--- src/rtl/shift_add_multiplier_pkg.sv ---
// Shared definitions for the shift-and-add multiplier.
//   state_t    : controller FSM state encoding
//   RUN_CYCLES : number of add/shift iterations (one per multiplier bit)
//   COUNT_W    : width of the iteration counter
package shift_add_multiplier_pkg;

   typedef enum logic [1:0] {
      StIdle = 2'd0,
      StRun  = 2'd1,
      StDone = 2'd2
   } state_t;

   localparam int unsigned RUN_CYCLES = 8;
   localparam int unsigned COUNT_W    = $clog2(RUN_CYCLES);

endpackage

--- src/rtl/binary_adder.sv ---
// 8-bit ripple-carry adder.
//   A, B : addends
//   Cin  : carry in
//   SUM  : A + B + Cin, low 8 bits
//   Cout : carry out of bit 7
module binary_adder (
   input  logic [7:0] A,
   input  logic [7:0] B,
   input  logic       Cin,
   output logic [7:0] SUM,
   output logic       Cout
);

   logic [8:0] carry;

   always_comb begin
      carry    = '0;
      SUM      = '0;
      carry[0] = Cin;
      for (int i = 0; i < 8; i++) begin
         SUM[i]       = A[i] ^ B[i] ^ carry[i];
         carry[i + 1] = (A[i] & B[i]) | (carry[i] & (A[i] ^ B[i]));
      end
      Cout = carry[8];
   end

endmodule

--- src/rtl/shift_add_multiplier.sv ---
// Sequential 8x8 unsigned shift-and-add multiplier.
//   clk   : clock, rising edge
//   rst_n : asynchronous active-low reset
//   start : accepted only in idle; captures A and B
//   A, B  : multiplicand / multiplier
//   busy  : high during the eight iteration cycles
//   done  : one-cycle pulse when P holds a new product
//   P     : product, held until the next completion or reset
module shift_add_multiplier
   import shift_add_multiplier_pkg::*;
(
   input  logic        clk,
   input  logic        rst_n,
   input  logic        start,
   input  logic [7:0]  A,
   input  logic [7:0]  B,
   output logic        busy,
   output logic        done,
   output logic [15:0] P
);

   localparam logic [COUNT_W-1:0] CountLast = COUNT_W'(RUN_CYCLES - 1);

   state_t             state;
   logic [7:0]         mcand;
   logic [7:0]         mq;
   logic [7:0]         acc;
   logic [COUNT_W-1:0] count;

   logic [7:0]         add_b;
   logic [7:0]         sum;
   logic               cout;
   logic [15:0]        shifted;

   // Adding zero when mq[0] is clear passes acc through and yields Cout = 0.
   assign add_b = mcand & {8{mq[0]}};

   binary_adder u_adder (
      .A    (acc),
      .B    (add_b),
      .Cin  (1'b0),
      .SUM  (sum),
      .Cout (cout)
   );

   // 17-bit {Cout, SUM, mq} shifted right by one.
   assign shifted = {cout, sum, mq[7:1]};

   always_ff @(posedge clk or negedge rst_n) begin
      if (!rst_n) begin
         state <= StIdle;
         mcand <= '0;
         mq    <= '0;
         acc   <= '0;
         count <= '0;
         busy  <= 1'b0;
         done  <= 1'b0;
         P     <= '0;
      end else begin
         case (state)
            StIdle: begin
               if (start) begin
                  mcand <= A;
                  mq    <= B;
                  acc   <= '0;
                  count <= '0;
                  busy  <= 1'b1;
                  state <= StRun;
               end
            end
            StRun: begin
               {acc, mq} <= shifted;
               count     <= count + 1'b1;
               if (count == CountLast) begin
                  P     <= shifted;
                  busy  <= 1'b0;
                  done  <= 1'b1;
                  state <= StDone;
               end
            end
            StDone: begin
               done  <= 1'b0;
               state <= StIdle;
            end
            default: begin
               busy  <= 1'b0;
               done  <= 1'b0;
               state <= StIdle;
            end
         endcase
      end
   end

endmodule

--- config.mk ---
export PLATFORM = sky130hd
export DESIGN_NAME = shift_add_multiplier
export DESIGN_NICKNAME = d
export VERILOG_FILES = /design/src/rtl/shift_add_multiplier_pkg.sv /design/src/rtl/binary_adder.sv /design/src/rtl/shift_add_multiplier.sv
export SDC_FILE = /design/constraint.sdc
export NUM_CORES = 1
export LEC_CHECK = 0
export CELL_PAD_IN_SITES_DETAIL_PLACEMENT = 1
export CELL_PAD_IN_SITES_GLOBAL_PLACEMENT = 1
export CORE_AREA = 2 2 58 101
export DETAILED_ROUTE_END_ITERATION = 12
export DIE_AREA = 0 0 60 103
export GPL_TIMING_DRIVEN = 0
export PLACE_DENSITY_LB_ADDON = 0.08
export SYNTH_ARGS = -nofsm -noshare
export SYNTH_HDL_FRONTEND = slang
export SYNTH_SLANG_ARGS = --single-unit
--- constraint.sdc ---
create_clock -name clk -period 4.3 [get_ports clk]
set_clock_uncertainty 0.2 [all_clocks]
set_input_delay 1.29 -clock clk [delete_from_list [all_inputs] [get_ports clk]]
set_output_delay 1.29 -clock clk [all_outputs]
set_load 0.01 [all_outputs]
==> impl_metrics.toml <==
[place]
dp_slack_ns = -0.03502
dpl.hpwl_microns = 3575
port_buffers = 36
place.gp.congestion = 0.7206
post_dp_cell_area_sq_um = 2591

[finish]
fillers = 602
final_cell_area_sq_um = 2700
n_antenna_cell = 0
fin_util_pct = 49.54
final_nets = 247
drive_gt1_share_pct = 17.35
syn2layout_area_growth_pct = 27.32

[sta]
tightest_slew_ns = 0.4659
maxSlewHeadroom_pct = 68.94
grt_setup_unrepaired = "false"
fin_crit_sh_pct = 95.55
fin_hold_ws_ns = 0.2926
fmax_ghz = 0.2434
slew_violations = 0
final.setup.worst_slack_ns = 0.1913
finalHoldViolations = 0
finalCriticalPeriod_ns = 4.109
setup_viol = 0

[floorplanning]
ios = 37
die_height_microns = 103
core_area_sq_um = 5450
die_w_microns = 60
start_util_pct = 38.91
rows = 36
die-area_sq_um = 6180

[cts]
cts.clk_slew.worst_paths_ns = 0.10
clk_latency_ns = 0.30
postCtsSetupBuffers = 0
cts_resized = 0
cts_buffer_depth = 2
cts_root_buf = "clkbuf_8"
cts_made_buffers = 5
cts_sinks = 47
cts_tree = "yes"
htreeDepth = 2
holdBufCountCts = 0

[critical_path]
crit_arrival_ns = 4.07
required_ns = 4.26
criticalPathCategory = "flip-flop to flip-flop"
startpoint_type = "flip-flop"
cp-end-kind = "flip-flop"
crit_fanout = 10

[routing]
wl_per_cell_microns = 16.11
vias = 1479
route.detailed.drc = 0
drt-initial-drc-count = 21
ant_nets = 0
avgViaCountPerCell = 5.014
dr.pass1.iters = 4
routed_wl_microns = 4753

[yosys]
synth_area_leader_cell = "dfrtp_1"
syn_nets = 204
synth_area_per_cell_sq_um = 12.12
synth-seq-cells = 47
yosysSeqAreaShare_pct = 55.46
syn_inst = 175
yosys.area.top_type_share_pct = 55.46
synth_area_leaders = "dfrtp_1, fa_1, mux2_2"
yosys_warnings = 0
syn_area_sq_um = 2121
synth.distinct_cells = 24

[power_and_ir_drop]
ir_worst_vdd_mv = 0.3772
p_per_area_nw_per_um2 = 758.1
finalPower_mw = 2.047
leakagePower_nw = 1.181

[global_routing]
grt_max_degree = 33
grt_pass1_vias = 1629
antenna_found_initial = 0
grt-ovfl-total = 0
track_usage_pct = 17.29
grt_pass1_wl_microns = 7928

[run_status]
status = "completed"

[hold_path]
hp-class = "flip-flop to flip-flop"

[job]
cap_violations = 0
[where the power goes]
part | leakage [nW] | switching (mW) | internal, mW | total, mW
combinational | 0.561 | 0.438 | 0.485 | 0.923
clock | 0.0581 | 0.154 | 0.173 | 0.327
sequential | 0.562 | 0.140 | 0.657 | 0.797
[layout make-up]
class	instances	area [sq um]	area share, %
clock inverter	3	43.79	1.622
clock buffer	5	68.82	2.549
inverter	12	45.04	1.668
buffer	8	60.06	2.224
tap	76	95.09	3.522
multi-input combinational	107	835.8	30.95
sequential	47	1176	43.56
timing repair buffer	37	375.4	13.90
[per-layer routing]
| layer | global-route usage [%] | share of wire [%] | vias to the layer above |
|---|---|---|---|
| met1 | 18.93 | 38 | 757 |
| met4 | 5.299 | 1.1 | 0 |
| met2 | 32.61 | 58 | 31 |
| met3 | 3.011 | 3.0 | 4 |
| met5 | 0 | 0 | - |
| li1 | - | - | 687 |
[cell usage in the layout, fill, tap and decap left out, types with 3 or more instances in the layout]
cell type         n
a21oi_1          11
clkdlybuf4s50_1  35
dfrtp_1          47
buf_6             3
inv_1            10
nor2_1            4
fa_1              7
o22ai_1          16
a22o_1            3
mux2_4            5
mux2_2           12
o21ai_0          16
nand2_1          22
buf_2             4
clkbuf_8          5
ha_1              3
[registers in the layout, indices dropped and copies added (netlist names)]
| register | cells |
|---|---|
| mcand | 8 |
| state | 2 |
| count | 3 |
| done | 1 |
| mq | 8 |
| P | 16 |
| acc | 8 |
| busy | 1 |
[stage by stage]
| stage | std cells | TNS [ns] |
|---|---|---|
| finish | 295 | 0 |
| global route | 295 | 0 |
| CTS | 295 | 0 |
| detailed placement | 288 | -0.06851 |
| global placement | 287 | 0 |
| floorplan | 175 | 0 |
[final timing paths]
path                                    from                   end  slack (ns)  depth (start not counted)
setup reg to reg           mq[0]$_DFFE_PN0P_     P[14]$_DFFE_PN0P_        0.19                         13
max in group asynchronous              rst_n  mcand[3]$_DFFE_PN0P_        2.70                          2
min in group asynchronous              rst_n      busy$_DFFE_PN0P_        0.71                          1
hold / removal             P[15]$_DFFE_PN0P_     P[15]$_DFFE_PN0P_        0.29                          2
setup / recovery           mq[0]$_DFFE_PN0P_     P[14]$_DFFE_PN0P_        0.19                         13
hold reg to reg            P[15]$_DFFE_PN0P_     P[15]$_DFFE_PN0P_        0.29                          2
[cells by family (layout without fill, tap and decap cells)]
group | after synthesis | in the layout | synth area share [%]
buf+inv | 21 | 65 | 5.133
fa+ha+maj | 10 | 10 | 8.378
mux | 17 | 17 | 9.911
simple gates | 33 | 33 | 8.437
compound gates | 47 | 47 | 12.68
flops | 47 | 47 | 55.46
[synthesized netlist by cell type]
cell,instances
nand3b_4,1
mux2_4,5
fa_1,7
nand2b_4,1
ha_1,3
buf_4,1
nand2b_2,1
buf_2,3
dfrtp_1,47
o22ai_1,16
a21oi_1,11
buf_6,3
nor2_8,1
mux2_2,12
nor2b_1,1
and2_1,2
inv_1,10
clkinv_1,2
o21bai_1,1
o21ai_0,16
clkbuf_1,2
nand2_1,22
nor2_1,4
a22o_1,3
[critical path, cell delays in order, from the launching register on]
cell     delay (ns)
dfrtp_1        0.58
and2_1         0.19
ha_1           0.14
inv_1          0.05
fa_1           0.37
fa_1           0.37
inv_1          0.07
fa_1           0.16
inv_1          0.05
fa_1           0.38
fa_1           0.40
fa_1           0.42
fa_1           0.52
o21ai_0        0.09
(Power assumes the default switching activity.)
